--- src/rtl/dot_product_acc_if.sv ---
// Job, beat and result signals of the pipelined dot-product accumulator.
// master drives jobs and beats; slave is the accumulator itself.
interface dot_product_acc_if #(
   parameter int unsigned PIXEL_SIZE  = 10,
   parameter int unsigned WEIGHT_SIZE = 19,
   parameter int unsigned VAL_SIZE    = 26,
   parameter int unsigned LANES       = 2,
   parameter int unsigned LEN_W       = 10
);
   logic                            start;
   logic [LEN_W-1:0]                len;
   logic                            in_valid;
   logic                            in_ready;
   logic [LANES*PIXEL_SIZE-1:0]     pixels;
   logic [LANES*WEIGHT_SIZE-1:0]    weights;
   logic                            out_valid;
   logic                            out_ready;
   logic signed [VAL_SIZE-1:0]      value;
   logic                            busy;

   modport master (
      output start, len, in_valid, pixels, weights, out_ready,
      input  in_ready, out_valid, value, busy
   );

   modport slave (
      input  start, len, in_valid, pixels, weights, out_ready,
      output in_ready, out_valid, value, busy
   );
endinterface

--- src/rtl/dot_product_acc.sv ---
// Multi-lane dot-product accumulator: pipelined signed multiplies feed interleaved
// saturating partial-sum banks, reduced to one saturated result per job.
module dot_product_acc #(
   parameter int unsigned PIXEL_SIZE  = 10,
   parameter int unsigned WEIGHT_SIZE = 19,
   parameter int unsigned VAL_SIZE    = 26,
   parameter int unsigned LANES       = 2,
   parameter int unsigned ACC_BANKS   = 3,
   parameter int unsigned MUL_DELAY   = 6,
   parameter int unsigned LEN_W       = 10
) (
   input logic               clk,
   input logic               GlobalReset,
   dot_product_acc_if.slave  bus
);

   localparam int unsigned PROD_W = PIXEL_SIZE + WEIGHT_SIZE + 1;
   localparam int unsigned ACC_W  = ((PROD_W > VAL_SIZE) ? PROD_W : VAL_SIZE) + 1;
   localparam int unsigned NBANK  = LANES * ACC_BANKS;
   localparam int unsigned RED_W  = VAL_SIZE + $clog2(NBANK) + 1;
   localparam int unsigned PTR_W  = (ACC_BANKS > 1) ? $clog2(ACC_BANKS) : 1;
   localparam int unsigned DCNT_W = $clog2(MUL_DELAY + 1);

   localparam logic signed [VAL_SIZE-1:0] VAL_MAX = {1'b0, {(VAL_SIZE-1){1'b1}}};
   localparam logic signed [VAL_SIZE-1:0] VAL_MIN = {1'b1, {(VAL_SIZE-1){1'b0}}};
   localparam logic signed [ACC_W-1:0]    ACC_MAX = {{(ACC_W-VAL_SIZE+1){1'b0}}, {(VAL_SIZE-1){1'b1}}};
   localparam logic signed [ACC_W-1:0]    ACC_MIN = {{(ACC_W-VAL_SIZE+1){1'b1}}, {(VAL_SIZE-1){1'b0}}};
   localparam logic signed [RED_W-1:0]    RED_MAX = {{(RED_W-VAL_SIZE+1){1'b0}}, {(VAL_SIZE-1){1'b1}}};
   localparam logic signed [RED_W-1:0]    RED_MIN = {{(RED_W-VAL_SIZE+1){1'b1}}, {(VAL_SIZE-1){1'b0}}};

   typedef enum logic [2:0] {
      S_IDLE,
      S_RUN,
      S_DRAIN,
      S_REDUCE,
      S_OUT
   } state_t;

   state_t state_q, state_d;

   logic                       clear_c;
   logic                       zero_c;
   logic                       accept_c;
   logic [LEN_W-1:0]           beat_cnt_q;
   logic [DCNT_W-1:0]          drain_cnt_q;
   logic                       in_ready_q;
   logic                       out_valid_q;
   logic                       busy_q;
   logic signed [VAL_SIZE-1:0] value_q;

   logic signed [PROD_W-1:0]   prod_c [LANES];
   logic signed [PROD_W-1:0]   pipe_q [MUL_DELAY][LANES];
   logic [MUL_DELAY-1:0]       pvld_q;
   logic signed [VAL_SIZE-1:0] bank_q [LANES][ACC_BANKS];
   logic [PTR_W-1:0]           ptr_q;
   logic signed [RED_W-1:0]    red_c;
   logic signed [VAL_SIZE-1:0] red_sat_c;

   function automatic logic signed [VAL_SIZE-1:0] clamp_acc(input logic signed [ACC_W-1:0] x);
      logic signed [VAL_SIZE-1:0] r;
      if (x > ACC_MAX)      r = VAL_MAX;
      else if (x < ACC_MIN) r = VAL_MIN;
      else                  r = x[VAL_SIZE-1:0];
      return r;
   endfunction

   function automatic logic signed [VAL_SIZE-1:0] clamp_red(input logic signed [RED_W-1:0] x);
      logic signed [VAL_SIZE-1:0] r;
      if (x > RED_MAX)      r = VAL_MAX;
      else if (x < RED_MIN) r = VAL_MIN;
      else                  r = x[VAL_SIZE-1:0];
      return r;
   endfunction

   assign accept_c = bus.in_valid & in_ready_q;

   // Pixels are unsigned: zero-extend before the signed multiply.
   always_comb begin
      logic signed [PROD_W-1:0] px;
      logic signed [PROD_W-1:0] wt;
      px = '0;
      wt = '0;
      for (int k = 0; k < LANES; k++) begin
         px        = PROD_W'($signed({1'b0, bus.pixels[k*PIXEL_SIZE +: PIXEL_SIZE]}));
         wt        = PROD_W'($signed(bus.weights[k*WEIGHT_SIZE +: WEIGHT_SIZE]));
         prod_c[k] = px * wt;
      end
   end

   // Full-precision reduction of all banks, clamped once at the end.
   always_comb begin
      red_c = '0;
      for (int k = 0; k < LANES; k++) begin
         for (int b = 0; b < ACC_BANKS; b++) begin
            red_c = red_c + RED_W'(bank_q[k][b]);
         end
      end
      red_sat_c = clamp_red(red_c);
   end

   always_ff @(posedge clk or posedge GlobalReset) begin
      if (GlobalReset) state_q <= S_IDLE;
      else             state_q <= state_d;
   end

   always_comb begin
      state_d = state_q;
      clear_c = 1'b0;
      zero_c  = 1'b0;
      unique case (state_q)
         S_IDLE: begin
            if (bus.start) begin
               if (bus.len != '0) begin
                  state_d = S_RUN;
                  clear_c = 1'b1;
               end else begin
                  state_d = S_OUT;
                  zero_c  = 1'b1;
               end
            end
         end
         S_RUN: begin
            if (accept_c && (beat_cnt_q == LEN_W'(1))) state_d = S_DRAIN;
         end
         S_DRAIN: begin
            if (drain_cnt_q == '0) state_d = S_REDUCE;
         end
         S_REDUCE: state_d = S_OUT;
         S_OUT: begin
            if (bus.out_ready) state_d = S_IDLE;
         end
         default: state_d = S_IDLE;
      endcase
   end

   // Job counters, result register and registered handshake outputs.
   always_ff @(posedge clk or posedge GlobalReset) begin
      if (GlobalReset) begin
         beat_cnt_q  <= '0;
         drain_cnt_q <= '0;
         value_q     <= '0;
         in_ready_q  <= 1'b0;
         out_valid_q <= 1'b0;
         busy_q      <= 1'b0;
      end else begin
         if (clear_c)       beat_cnt_q <= bus.len;
         else if (accept_c) beat_cnt_q <= beat_cnt_q - LEN_W'(1);

         if (state_q == S_RUN && state_d == S_DRAIN)
            drain_cnt_q <= DCNT_W'(MUL_DELAY);
         else if (state_q == S_DRAIN && drain_cnt_q != '0)
            drain_cnt_q <= drain_cnt_q - DCNT_W'(1);

         if (zero_c)                   value_q <= '0;
         else if (state_q == S_REDUCE) value_q <= red_sat_c;

         in_ready_q  <= (state_d == S_RUN);
         out_valid_q <= (state_d == S_OUT);
         busy_q      <= (state_d != S_IDLE);
      end
   end

   // Multiplier pipeline and bank accumulation; the pointer moves only on delivered products.
   always_ff @(posedge clk or posedge GlobalReset) begin
      if (GlobalReset) begin
         pvld_q <= '0;
         ptr_q  <= '0;
         for (int i = 0; i < MUL_DELAY; i++) begin
            for (int k = 0; k < LANES; k++) pipe_q[i][k] <= '0;
         end
         for (int k = 0; k < LANES; k++) begin
            for (int b = 0; b < ACC_BANKS; b++) bank_q[k][b] <= '0;
         end
      end else begin
         pvld_q[0] <= accept_c;
         for (int k = 0; k < LANES; k++) pipe_q[0][k] <= prod_c[k];
         for (int i = 1; i < MUL_DELAY; i++) begin
            pvld_q[i] <= pvld_q[i-1];
            for (int k = 0; k < LANES; k++) pipe_q[i][k] <= pipe_q[i-1][k];
         end

         if (clear_c) begin
            ptr_q <= '0;
            for (int k = 0; k < LANES; k++) begin
               for (int b = 0; b < ACC_BANKS; b++) bank_q[k][b] <= '0;
            end
         end else if (pvld_q[MUL_DELAY-1]) begin
            for (int k = 0; k < LANES; k++) begin
               bank_q[k][ptr_q] <= clamp_acc(ACC_W'(bank_q[k][ptr_q]) +
                                             ACC_W'(pipe_q[MUL_DELAY-1][k]));
            end
            ptr_q <= (ptr_q == PTR_W'(ACC_BANKS - 1)) ? '0 : ptr_q + PTR_W'(1);
         end
      end
   end

   assign bus.in_ready  = in_ready_q;
   assign bus.out_valid = out_valid_q;
   assign bus.busy      = busy_q;
   assign bus.value     = value_q;

   a_ready_only_in_run: assert property (@(posedge clk) disable iff (GlobalReset)
      in_ready_q == (state_q == S_RUN));

endmodule

--- src/flat_wrapper.sv ---
// flat-port wrapper written by rule: the top's interface ports become plain ports
module dot_product_acc_flat 
#(
   parameter int unsigned PIXEL_SIZE  = 10,
   parameter int unsigned WEIGHT_SIZE = 19,
   parameter int unsigned VAL_SIZE    = 26,
   parameter int unsigned LANES       = 2,
   parameter int unsigned ACC_BANKS   = 3,
   parameter int unsigned MUL_DELAY   = 6,
   parameter int unsigned LEN_W       = 10
)
  (clk, GlobalReset, bus_start, bus_len, bus_in_valid, bus_pixels, bus_weights, bus_out_ready, bus_in_ready, bus_out_valid, bus_value, bus_busy);
  dot_product_acc_if #(.PIXEL_SIZE(PIXEL_SIZE), .WEIGHT_SIZE(WEIGHT_SIZE), .VAL_SIZE(VAL_SIZE), .LANES(LANES), .LEN_W(LEN_W)) bus_i ();
  input logic clk;
  input logic GlobalReset;
  input wire logic [$bits(bus_i.start)-1:0] bus_start;
  input wire logic [$bits(bus_i.len)-1:0] bus_len;
  input wire logic [$bits(bus_i.in_valid)-1:0] bus_in_valid;
  input wire logic [$bits(bus_i.pixels)-1:0] bus_pixels;
  input wire logic [$bits(bus_i.weights)-1:0] bus_weights;
  input wire logic [$bits(bus_i.out_ready)-1:0] bus_out_ready;
  output wire logic [$bits(bus_i.in_ready)-1:0] bus_in_ready;
  output wire logic [$bits(bus_i.out_valid)-1:0] bus_out_valid;
  output wire logic [$bits(bus_i.value)-1:0] bus_value;
  output wire logic [$bits(bus_i.busy)-1:0] bus_busy;
  assign bus_i.start = bus_start;
  assign bus_i.len = bus_len;
  assign bus_i.in_valid = bus_in_valid;
  assign bus_i.pixels = bus_pixels;
  assign bus_i.weights = bus_weights;
  assign bus_i.out_ready = bus_out_ready;
  assign bus_in_ready = bus_i.in_ready;
  assign bus_out_valid = bus_i.out_valid;
  assign bus_value = bus_i.value;
  assign bus_busy = bus_i.busy;
  dot_product_acc #(.PIXEL_SIZE(PIXEL_SIZE), .WEIGHT_SIZE(WEIGHT_SIZE), .VAL_SIZE(VAL_SIZE), .LANES(LANES), .ACC_BANKS(ACC_BANKS), .MUL_DELAY(MUL_DELAY), .LEN_W(LEN_W)) u_core (.clk(clk), .GlobalReset(GlobalReset), .bus(bus_i));
endmodule
--- config.mk ---
export PLATFORM = sky130hd
export DESIGN_NAME = dot_product_acc_flat
export DESIGN_NICKNAME = d
export VERILOG_FILES = /design/src/rtl/dot_product_acc_if.sv /design/src/rtl/dot_product_acc.sv /design/src/flat_wrapper.sv
export SDC_FILE = /design/constraint.sdc
export NUM_CORES = 2
export LEC_CHECK = 0
export BUFFER_PORTS_ARGS = -buffer_cell sky130_fd_sc_hd__buf_4
export CORE_ASPECT_RATIO = 0.6
export CORE_MARGIN = 5
export CORE_UTILIZATION = 25
export DETAILED_ROUTE_END_ITERATION = 10
export GPL_TIMING_DRIVEN = 0
export PLACE_DENSITY = 0.42
export SETUP_SLACK_MARGIN = 0.5
export SLEW_MARGIN = 20
export SYNTH_ARGS = -nofsm -noshare
export SYNTH_HDL_FRONTEND = slang
export SYNTH_SLANG_ARGS = --single-unit
--- constraint.sdc ---
create_clock -name clk -period 38.4 [get_ports clk]
set_input_delay 9.6 -clock clk [delete_from_list [all_inputs] [get_ports clk]]
set_output_delay 9.6 -clock clk [all_outputs]
set_load 0.02 [all_outputs]
==> impl_metrics.py <==
metrics = {
    "critical_path": {
        "required_ps": 38880,
        "cp-end-kind": "flip-flop",
        "reg2reg_slack_ps": 29940,
        "worstPathArrival_ps": 16760,
        "crit_type": "in -> reg",
        "cp_max_fo": 10,
        "worst_setup_path_start_kind": "input pin",
        "reg2regPathDepth": 31,
    },
    "floorplan": {
        "num_rows": 113,
        "die_w_um": 526.4,
        "io_pins": 102,
        "die-area_mm2": 0.1684,
        "dieHeight_um": 319.9,
        "core_area_mm2": 0.1586,
        "initial_core_util": 0.2522,
    },
    "synthesis": {
        "synth.largest_area_cell": "dfrtp_1",
        "yosys_warnings": 0,
        "synth-edff-count": 0,
        "netlist_area_mm2": 0.04000,
        "syn_nets": 4550,
        "yosys-top-cells-area": "dfrtp_1 36%, fa_1 21%, ha_1 7.9%, inv_1 5.2%, and2_1 3.7%",
        "synthCells": 3800,
        "ys.flop_type": "dfrtp_1",
        "ys_seq_area_frac": 0.3559,
        "syn_avg_cell_area_um2": 10.53,
        "synthDominantCellAreaShare": 0.3559,
        "async_flop_share": 1.000,
        "synth_seq_cells": 569,
        "synth.distinct_cells": 81,
    },
    "global_route": {
        "grt_pass1_vias": 27830,
        "antenna_found_initial": 5,
        "grt_max_degree": 102,
        "grt_overflow_total": 0,
        "grt_pass1_wl_mm": 173.9,
        "track_usage": 0.1317,
    },
    "clocking": {
        "clk-insertion-delay-late_ps": 660,
        "cts.sinks": 569,
        "cts.root.buffer_cell": "clkbuf_16",
        "cts_max_level": 2,
        "clk_pin_slew_ps": 70,
        "clk_path_buf_depth": 3,
        "cts_setup_buffers": 0,
        "cts_hold_buf": 0,
        "cts_resized": 0,
        "cts-buffers-inserted": 56,
        "cts_tree": "yes",
    },
    "timing": {
        "setup_viol": 0,
        "setup_slack_ps": 22120,
        "fin_hold_ws_ps": 303.4,
        "worst_pin_slew_ps": 1179,
        "fin_crit_ps": 16280,
        "fmax_ghz": 0.06144,
        "hold_violations": 0,
        "fin_crit_sh": 0.4239,
        "fin_skew_ps": 62.09,
        "fin_setup_tns_ps": 0,
        "drv_slew": 0,
        "max-slew-margin-rel": 0.2140,
        "rsz0062_at_grt": "no",
    },
    "detailed_routing": {
        "wire_per_inst_um": 18.07,
        "routed_wl_mm": 110.2,
        "vias": 27390,
        "wl_met2_mm": 38.64,
        "firstDrtPassIters": 5,
        "met3_length_mm": 8.704,
        "top_layer": "met5",
        "met1_length_mm": 61.70,
        "drt_iter0_markers": 2068,
        "ant_nets": 0,
        "viasPerCell": 4.489,
        "drc": 0,
    },
    "final_layout": {
        "utilization": 0.2849,
        "mostFrequentLayoutCell": "dfrtp_1",
        "drive_gt1_frac": 0.05996,
        "layout_common_cells": "569 x dfrtp_1, 548 x inv_1, 424 x fa_1",
        "nNetsFinal": 4678,
        "area_delta_synth_final_pct": 12.98,
    },
    "flow_run": {
        "cap_violations": 0,
    },
    "place": {
        "dp_hpwl_mm": 88.20,
        "post-place-ws_ps": 21630,
        "port_buffers": 61,
        "gp_congestion": 0.8200,
    },
    "hold_path": {
        "worstHoldPathCells": 0,
        "min_path_type": "reg -> reg",
    },
    "status": {
        "outcome": "finished, final reports clean",
    },
}
layout make-up:
cell class,instances,area [um^2]
fillers,16710,113400
multi-input cells,2527,23060
flip-flops and latches,569,14240
well taps,2127,2661
inverters,549,2068
clock buffers,66,1530
repair buffers,70,645.6
plain buffers,155,643.1
clock inverters,33,336.6
diodes,5,12.51
final timing paths:
kind	start	to
max	bus_pixels[12]	u_core.pipe_q[329]$_DFF_PP0_
min	u_core.pipe_q[129]$_DFF_PP0_	u_core.pipe_q[69]$_DFF_PP0_
min in group asynchronous	GlobalReset	u_core.pipe_q[359]$_DFF_PP0_
max in group asynchronous	GlobalReset	u_core.state_q[2]$_DFF_PP0_
min reg2reg	u_core.pipe_q[129]$_DFF_PP0_	u_core.pipe_q[69]$_DFF_PP0_
max reg2reg	u_core.bank_q[80]$_DFFE_PP0P_	u_core.bus.value[7]$_DFFE_PP0P_
Yosys cell counts (21+ instances only):
library cell / number
o21ai_0: 214
and2_1: 238
nand3_1: 37
nor2_1: 130
clkbuf_1: 114
dfrtp_1: 569
fa_1: 424
xnor2_1: 131
xor2_1: 39
a221o_1: 94
nand2_1: 304
nand2b_1: 21
inv_1: 549
a21oi_1: 218
ha_1: 253
o21a_1: 27
o21bai_1: 21
mux2i_1: 58
a21o_1: 58
metrics by stage:
step	area [um^2]	std cells
6_report	45200	6101
5_1_grt	45190	6096
4_1_cts	45190	6096
3_5_place_dp	43320	5997
3_3_place_gp	43120	5988
2_1_floorplan	40000	3800
flip-flops by register name, summed over array words and instances, names as in the netlist:
| name | cells |
|---|---|
| u_core.state_q | 3 |
| u_core.bus.out_valid | 1 |
| u_core.bus.in_ready | 1 |
| u_core.ptr_q | 2 |
| u_core.bus.busy | 1 |
| u_core.bus.value | 26 |
| u_core.drain_cnt_q | 3 |
| u_core.bank_q | 156 |
| u_core.pvld_q | 6 |
| u_core.beat_cnt_q | 10 |
| u_core.pipe_q | 360 |
kinds of logic after synthesis:
family	share of synthesized area
muxes	0.01451
buffers and inverters	0.06759
xor gates and xnor gates	0.03722
AOI/OAI and AO/OA	0.1305
DFF	0.3559
and+or+nand+nor	0.1030
adders and majority gates	0.2913
worst max-delay path: stages:
cell and delay [ps]:
clkbuf_1 600, clkbuf_1 600, nand2_1 170, fa_1 590, fa_1 450, fa_1 580, fa_1 430, fa_1 490
inv_1 40, ha_1 350, nand3_1 180, or3_1 430, a211oi_1 650, o211ai_1 230, a21oi_1 340, and4b_1 270
o31ai_1 330, a21oi_1 130, xnor2_1 280
per-layer routing:
metal / global-route usage / vias to the layer above
met2: 0.1593 / 628
met3: 0.03591 / 90
met4: 0.01798 / 4
met5: 0 / -
met1: 0.2253 / 13930
li1: - / 12740
Power is left out: the tool's default activity adds up to more than one toggle a clock period on the data nets, which glitch-free logic cannot reach.
